===== config.mk =====
export PLATFORM = sky130hd
export DESIGN_NAME = divider_rr_arbiter
export DESIGN_NICKNAME = d
export VERILOG_FILES = /design/src/rtl/divider_rr_arbiter.sv
export SDC_FILE = /design/constraint.sdc
export NUM_CORES = 1
export LEC_CHECK = 0
export ABC_AREA = 0
export BUFFER_PORTS_ARGS = -buffer_cell sky130_fd_sc_hd__buf_4
export CAP_MARGIN = 10
export CORE_AREA = 5 5 114 89
export CTS_BUF_LIST = sky130_fd_sc_hd__clkbuf_16
export CTS_CLUSTER_SIZE = 40
export DETAILED_ROUTE_END_ITERATION = 8
export DIE_AREA = 0 0 119 94
export PLACE_DENSITY = 0.62
export SLEW_MARGIN = 20
export SYNTH_ARGS = -nofsm -noshare
export SYNTH_HDL_FRONTEND = slang
export SYNTH_SLANG_ARGS = --single-unit

===== constraint.sdc =====
create_clock -name clk -period 3.3 [get_ports clk]
set_input_delay 0.33 -clock clk [delete_from_list [all_inputs] [get_ports clk]]
set_output_delay 0.33 -clock clk [all_outputs]
set_load 0.01 [all_outputs]

===== src/rtl/divider_rr_arbiter.sv =====
`default_nettype none
// ============================================================================
// Module   : divider_rr_arbiter
// Brief    : Round-robin sharing of one sequential divider among NUM_REQ
//            requesters, one operation in flight. Macro DIVARB_DIVZERO_EN
//            answers x/0 locally with all ones instead of using the divider.
// Revision : 1.0 - initial release
// ============================================================================
module divider_rr_arbiter #(
    parameter int NUM_REQ = 4,
    parameter int DATA_W  = 8
) (
    input  logic                      clk,
    input  logic                      arst,
    input  logic [NUM_REQ-1:0]        req_valid,
    output logic [NUM_REQ-1:0]        req_ready,
    input  logic [NUM_REQ*DATA_W-1:0] req_dividend,
    input  logic [NUM_REQ*DATA_W-1:0] req_divisor,
    output logic [NUM_REQ-1:0]        rsp_valid,
    input  logic [NUM_REQ-1:0]        rsp_ready,
    output logic [DATA_W-1:0]         rsp_quotient,
    output logic [DATA_W-1:0]         div_dividend_data,
    output logic [DATA_W-1:0]         div_divisor_data,
    output logic                      div_dividend_valid,
    output logic                      div_divisor_valid,
    input  logic                      div_dividend_ready,
    input  logic                      div_divisor_ready,
    input  logic [DATA_W-1:0]         div_quotient_data,
    input  logic                      div_quotient_valid,
    output logic                      div_quotient_ready
);

    localparam int PTR_W = $clog2(NUM_REQ);
    localparam logic [PTR_W-1:0] c_last    = PTR_W'(NUM_REQ - 1);
    localparam logic [PTR_W:0]   c_num_req = (PTR_W+1)'(NUM_REQ);

    typedef enum logic [1:0] {
        S_IDLE     = 2'd0,
        S_ISSUE    = 2'd1,
        S_WAIT_RES = 2'd2,
        S_DELIVER  = 2'd3
    } state_t;

    state_t              r_state;
    state_t              w_state_nxt;
    logic [PTR_W-1:0]    r_ptr;
    logic [PTR_W-1:0]    r_owner;
    logic [DATA_W-1:0]   r_dividend;
    logic [DATA_W-1:0]   r_divisor;
    logic [DATA_W-1:0]   r_result;
    logic                r_zero_op;

    logic [2*NUM_REQ-1:0] w_dbl;
    logic [NUM_REQ-1:0]   w_rot;
    logic [PTR_W-1:0]     w_off;
    logic [PTR_W:0]       w_sum;
    logic [PTR_W:0]       w_sum_wrap;
    logic [PTR_W-1:0]     w_grant;
    logic                 w_grant_vld;
    logic [PTR_W-1:0]     w_owner_inc;
    logic [DATA_W-1:0]    w_sel_dividend;
    logic [DATA_W-1:0]    w_sel_divisor;
    logic                 w_zero_div;
    logic                 w_rsp_acc;

    // Rotate requests so the pointer position lands at bit 0, then take the
    // lowest set bit and add the pointer back modulo NUM_REQ.
    assign w_dbl = {req_valid, req_valid} >> r_ptr;
    assign w_rot = w_dbl[NUM_REQ-1:0];

    always_comb begin
        w_off       = '0;
        w_grant_vld = 1'b0;
        for (int k = NUM_REQ - 1; k >= 0; k--) begin
            if (w_rot[k]) begin
                w_off       = PTR_W'(k);
                w_grant_vld = 1'b1;
            end
        end
    end

    assign w_sum      = {1'b0, r_ptr} + {1'b0, w_off};
    assign w_sum_wrap = w_sum - c_num_req;
    assign w_grant    = (w_sum >= c_num_req) ? w_sum_wrap[PTR_W-1:0] : w_sum[PTR_W-1:0];
    assign w_owner_inc = (r_owner == c_last) ? '0 : r_owner + 1'b1;

    always_comb begin
        w_sel_dividend = '0;
        w_sel_divisor  = '0;
        for (int i = 0; i < NUM_REQ; i++) begin
            if (w_grant == PTR_W'(i)) begin
                w_sel_dividend = req_dividend[i*DATA_W +: DATA_W];
                w_sel_divisor  = req_divisor[i*DATA_W +: DATA_W];
            end
        end
    end

`ifdef DIVARB_DIVZERO_EN
    assign w_zero_div = (w_sel_divisor == '0);
`else
    assign w_zero_div = 1'b0;
`endif

    assign w_rsp_acc = rsp_ready[r_owner];

    always_ff @(posedge clk or posedge arst) begin
        if (arst) begin
            r_state <= S_IDLE;
        end else begin
            r_state <= w_state_nxt;
        end
    end

    always_comb begin
        w_state_nxt        = r_state;
        req_ready          = '0;
        rsp_valid          = '0;
        div_quotient_ready = 1'b0;
        case (r_state)
            S_IDLE: begin
                // Gated by arst so every output reads zero while reset is held.
                if (w_grant_vld && !arst) begin
                    req_ready[w_grant] = 1'b1;
                    w_state_nxt        = w_zero_div ? S_DELIVER : S_ISSUE;
                end
            end
            S_ISSUE: begin
                if (div_dividend_ready && div_divisor_ready) begin
                    w_state_nxt = S_WAIT_RES;
                end
            end
            S_WAIT_RES: begin
                if (div_quotient_valid) begin
                    w_state_nxt = S_DELIVER;
                end
            end
            S_DELIVER: begin
                rsp_valid[r_owner] = 1'b1;
                if (w_rsp_acc) begin
                    div_quotient_ready = !r_zero_op;
                    w_state_nxt        = S_IDLE;
                end
            end
            default: w_state_nxt = S_IDLE;
        endcase
    end

    always_ff @(posedge clk or posedge arst) begin
        if (arst) begin
            r_ptr      <= '0;
            r_owner    <= '0;
            r_dividend <= '0;
            r_divisor  <= '0;
            r_result   <= '0;
            r_zero_op  <= 1'b0;
        end else begin
            case (r_state)
                S_IDLE: begin
                    if (w_grant_vld) begin
                        r_owner    <= w_grant;
                        r_dividend <= w_sel_dividend;
                        r_divisor  <= w_sel_divisor;
                        r_zero_op  <= w_zero_div;
                        if (w_zero_div) begin
                            r_result <= '1;
                        end
                    end
                end
                S_WAIT_RES: begin
                    if (div_quotient_valid) begin
                        r_result <= div_quotient_data;
                    end
                end
                S_DELIVER: begin
                    if (w_rsp_acc) begin
                        r_ptr <= w_owner_inc;
                    end
                end
                default: ;
            endcase
        end
    end

    assign div_dividend_valid = (r_state == S_ISSUE);
    assign div_divisor_valid  = (r_state == S_ISSUE);
    assign div_dividend_data  = r_dividend;
    assign div_divisor_data   = r_divisor;
    assign rsp_quotient       = r_result;

endmodule
`default_nettype wire


Yosys cells after proc, flatten, opt, wreduce, memory -nomap -nowiden
Cells that the tools add are included.
{"block": "word_totals", "reg_bits": 30, "in_bits": 85, "output_inout_bits": 35, "elab_cells": 71}
{"block": "classes", "n_addsub": 3, "magnitude_cmp": 5, "eq_ne": 11, "n_shift": 1, "muxes": 34, "n_reduce_logical": 11}
{"op": "$mux 8", "count": 8}
{"op": "$mux 2", "count": 10}
{"op": "$mux 4", "count": 3}
{"op": "$eq 2x2->1 const B", "count": 5}
{"op": "$mux 1", "count": 9}
{"op": "$pmux 2 s4", "count": 1}
{"op": "$shr 8x2->4", "count": 1}
{"op": "$lt 2x3->1 const B", "count": 2}
{"op": "$ne 2x2->1 const B", "count": 3}
{"op": "$reduce_and 2->1", "count": 3}
{"op": "$demux 1 s2", "count": 2}
{"op": "$eq 2x1->1 const B", "count": 2}
{"op": "$ge 2x1->1 const B", "count": 2}
{"op": "$logic_and 1x1->1", "count": 4}
{"op": "$logic_not 2->1", "count": 2}
{"op": "$reduce_and 4->1", "count": 1}
{"op": "$add 2x2->3", "count": 1}
{"op": "$ge 3x3->1 const B", "count": 1}
{"op": "$add 2x1->2 const B", "count": 1}
{"op": "$bmux 1 s2", "count": 1}
{"op": "$ne 2x1->1 const B", "count": 1}
{"op": "$sub 2x1->2 const B", "count": 1}
{"op": "$logic_not 1->1", "count": 1}

Logic depth before layout (Yosys ltp)
{"block": "depth", "depth_word": 14, "mapped_depth": 13, "mapped_depth_nobuf": 10}

Worst setup path before layout
No wires, ideal clock.
{"block": "synth_timing", "path_type": "reg-to-output", "start": "register r_ptr[1]", "end": "output port req_ready[0]", "arrival_time_ns": 2.087, "required_time_ns": 2.970, "path_slack_ns": 0.883, "path_stages_with_launch": 11, "n_path_buf": 3, "path_cell_list": "dfrtp_1 -> buf_2 -> nand2_1 -> a21oi_1 -> nor2_1 -> a211oi_1 -> a21oi_1 -> ha_1 -> buf_2 -> buf_2 -> nor4_1"}
{"block": "synth_between", "elab_chain_len": 14, "word_cells_on_any_way": 21, "cone_classes": "add/sub (2); order compare (3); shift (1); mux (13); reduce/logical (2)"}
{"item": "from (decl)", "line": "46", "text": "logic [PTR_W-1:0] r_ptr;"}
{"item": "from (signal assigned)", "line": "176", "text": "r_ptr <= w_owner_inc;"}
{"item": "$shr 8x2->4", "line": "68", "text": "assign w_dbl = {req_valid, req_valid} >> r_ptr;"}
{"item": "$mux 2 (4 in series)", "line": "75", "text": "if (w_rot[k]) begin"}
{"item": "$add 2x2->3 *", "line": "82", "text": "assign w_sum = {1'b0, r_ptr} + {1'b0, w_off};"}
{"item": "$ge 3x3->1 / $sub 2x1->2 (equally long branches)", "line": "84, 83"}
{"item": "$mux 2 *", "line": "84", "text": "assign w_grant = (w_sum >= c_num_req) ? w_sum_wrap[PTR_W-1:0] : w_sum[PTR_W-1:0];"}
{"item": "net w_grant[0]", "line": "58", "text": "logic [PTR_W-1:0] w_grant;"}
{"item": "$lt 2x3->1 (not written as such) / $ge 2x1->1 (equally long branches)", "line": "123", "text": "req_ready[w_grant] = 1'b1;"}
{"item": "$logic_and 1x1->1 (not written as such)", "line": "123"}
{"item": "$mux 1 (not written as such)", "line": "123"}
{"item": "$demux 1 s2 *", "line": "123"}
{"item": "$mux 4 *", "line": "122", "text": "if (w_grant_vld && !arst) begin"}
{"item": "$mux 4 *", "line": "119", "text": "case (r_state)"}
{"item": "to (decl)", "line": "16", "text": "output logic [NUM_REQ-1:0] req_ready,"}
The timed path passes the listed nets; every way through them passes the cells marked *.

Worst setup path in the final report
Ends and elaborated chain as after synthesis.

==> results by group <==
Outcome
  – Status: complete, no violations

Drt
  – Vias/cell: 4.85
  – Number of iterations in the first detailed-routing pass: 4
  – Post-route ant nets: 0
  – Number of vias in the routed layout: 2506
  – Drc violations: 0
  – Final WL: 7.57 mm
  – DR iter-0 viols: 92
  – DR WL/cell: 14.6 um

Final layout
  – Nets: 499
  – Synth-to-Final Area Change: 44.1%
  – Diodes inserted: 0
  – Post-route cell area: 3750 um^2
  – Share of cells above drive strength 1: 37.0%
  – Core Util, Final: 42.4%
  – Layout Cells excl Fill: 517

Power
  – Worst IR drop on VDD: 563 uV
  – Switching Fraction: 45.4%
  – Clock Power Share: 12.6%
  – Pleak: 1.94 nW
  – Internal power: 1.92 mW
  – Combinational share of power: 67.3%
  – PD cells: 938 nW/um^2
  – Part of the power in registers: 20.1%
  – Switching power: 1.60 mW
  – Pwr Total: 3.52 mW

CTS
  – Post-CTS Resized: 0
  – Worst-Skew Late Latency: 270 ps
  – H-tree depth: 2
  – Hold buffers post-CTS: 0
  – Postcts setup bufs: 0
  – Reg clk slew, reported paths: 60 ps
  – CTS tree: yes
  – TritonCTS buffer count: 5
  – Clock sink count: 30
  – Clock buffer depth: 2
  – Clock Tree Root: clkbuf_16

GRT
  – Vias in the first global route: 2417
  – Largest net degree at the start of global routing: 87
  – Initial antenna violation count: 0
  – First-pass GRT wire length: 11.9 mm
  – Total GRT Usage: 12.8%
  – Grt ovf: 0

Yosys
  – Ranking of synthesized cells by area: dfrtp_1 29%, mux2i_1 25%, nor3_1 12%
  – Biggest area consumer among synthesized cells: dfrtp_1
  – Syn_nets: 389
  – Sequential fraction of the synthesis area: 28.8%
  – Post-synth cell types: 32
  – Post-synth top area share: 28.8%
  – Syn_area_per_cell: 8.83 um^2
  – Post-Syn Instances: 295
  – Cell Area, Synth: 2600 um^2
  – Register bit total from synthesis: 30
  – Yosys warns: 0

Die
  – Standard-cell rows: 30
  – Starting Density: 29.4%
  – Core ar.: 8860 um^2
  – Num ports: 120
  – Die area: 11200 um^2
  – Die width: 119 um
  – Die Span Y: 94 um

Critical path
  – Critical Path RT: 2970 ps
  – Crit-path most repeated cell: a21oi_1
  – Crit-path cells: nand2_1 -> a21oi_1 -> nor2_1 -> a211oi_1 -> a21oi_1 -> ha_2 -> buf_12 -> nor4_1 -> buf_4
  – R2r startpoint: r_ptr[1]
  – Worst Setup Start Kind: register
  – Critical Path AT: 2540 ps
  – Largest fanout on the critical path: 36
  – CP max stage cell: dfrtp_1
  – Endpoint class of the critical path: output port
  – Max incr delay on CP: 660 ps
  – Crit. Startpoint: r_ptr[1]
  – Crit path kind: reg2out

STA
  – Final Hold Fails: 0
  – Period minus WS final: 2870 ps
  – Total negative setup slack: 0 ps
  – Final-report setup violation count: 0
  – Slew Viols, Final: 0
  – Least-Margin Pin Slew: 508 ps
  – Final clock skew: 6.42 ps
  – Unrepaired setup endpoints after global routing: no
  – Rel. slew slack: 66.1%
  – Tcrit/Tclk final: 87.0%
  – Fmax: 348 MHz

Worst hold path
  – Min-Delay Path Class: in2async

Placement
  – Routability congestion estimate: 0.775
  – I/O Buffers: 119
  – Dpl cells: 510
  – DP Area: 3620 um^2
  – Post-detail-place hpwl: 5.79 mm

Flow run
  – Max-cap violations: 0
==> registers in the layout, summed over array words and instances, names as in the netlist <==
signal / count
r_state: 2
r_ptr: 2
rsp_quotient: 8
div_dividend_data: 8
div_divisor_data: 8
r_owner: 2
==> cell usage in the layout (no fill, tap or decap), drive strengths merged <==
master / instances
buf: 128
a32oi: 1
o41ai: 1
xnor2: 3
a21oi: 6
mux2: 10
o32a: 1
xor2: 1
nor3: 64
clkinv: 2
o32ai: 2
clkbuf: 5
a21o: 1
nand2b: 2
and2: 4
nand2: 27
o31ai: 1
nor2: 10
mux4: 1
o21ai: 2
dfrtp: 30
inv: 8
ha: 9
mux2i: 64
nand3: 16
nor4: 2
nor2b: 3
a211oi: 1
==> routing by layer <==
layer	global-route usage (%)	vias up	part of all wire, %
met4	2.22	0	0.73
met5	0	-	0
met3	3.49	4	5.7
met2	21.2	71	47
li1	-	1279	-
met1	17.0	1152	46
==> stage by stage <==
stage,hold slack [ps],setup WS [ps]
4_1_cts,112,426
6_report,100,428
3_5_place_dp,409,575
5_1_grt,144,176
3_3_place_gp,402,603
2_1_floorplan,421,883
==> final timing paths <==
path | endpoint | slack [ps] | cells past startpoint
max | req_ready[0] | 430 | 9
min | r_state[0] | 100 | 2
max reg2reg | div_divisor_data[1] | 550 | 11
min reg2reg | div_dividend_data[1] | 490 | 2
max in group asynchronous | div_divisor_data[0] | 2540 | 3
min in group clk | rsp_quotient[4] | 290 | 2
==> cells by family after synthesis <==
logic type | after synthesis | share of synthesized area (%)
mux | 75 | 29.8
buf+inv | 33 | 7.44
fa+ha+maj | 9 | 4.32
simple gates | 128 | 23.6
xor+xnor | 4 | 1.63
compound gates | 16 | 4.42
flops | 30 | 28.8
==> power groups by stage <==
stage          registers, mW  clock network (mW)  logic [mW]
6_report               0.708               0.444        2.37
5_1_grt                0.735               0.477        2.59
4_1_cts                0.710               0.454        2.41
3_5_place_dp           0.713                   0        2.40
3_3_place_gp           0.709                   0        2.35
2_1_floorplan          0.736                   0        1.63
==> cell usage after synthesis, drive strengths merged <==
| cell | count |
|---|---|
| clkbuf | 3 |
| a21oi | 6 |
| o21ai | 2 |
| nor2b | 3 |
| o32a | 1 |
| buf | 22 |
| dfrtp | 30 |
| ha | 9 |
| o32ai | 2 |
| a21o | 1 |
| xnor2 | 3 |
| nor4 | 2 |
| mux2 | 10 |
| nand2b | 2 |
| inv | 8 |
| nand3 | 16 |
| and2 | 4 |
| xor2 | 1 |
| o41ai | 1 |
| nand2 | 27 |
| o31ai | 1 |
| a32oi | 1 |
| nor3 | 64 |
| a211oi | 1 |
| nor2 | 10 |
| mux2i | 64 |
| mux4 | 1 |
==> critical path: cells and delay by family (launching register included) <==
family / cells / cell delay [ps]
compound gates: 3 / 430
fa+ha+maj: 1 / 290
buf+inv: 2 / 390
flops: 1 / 660
simple gates: 3 / 490
==> area by class of cell <==
| class | count | area (um^2) |
|---|---|---|
| multi-input cells | 232 | 1710 |
| fillers | 872 | 5100 |
| clock inverters | 2 | 10.0 |
| inverters | 8 | 30.0 |
| flip-flops and latches | 30 | 751 |
| well taps | 112 | 140 |
| clock buffers | 5 | 125 |
| repair buffers | 128 | 986 |
Power figures use the tool's default switching activity.
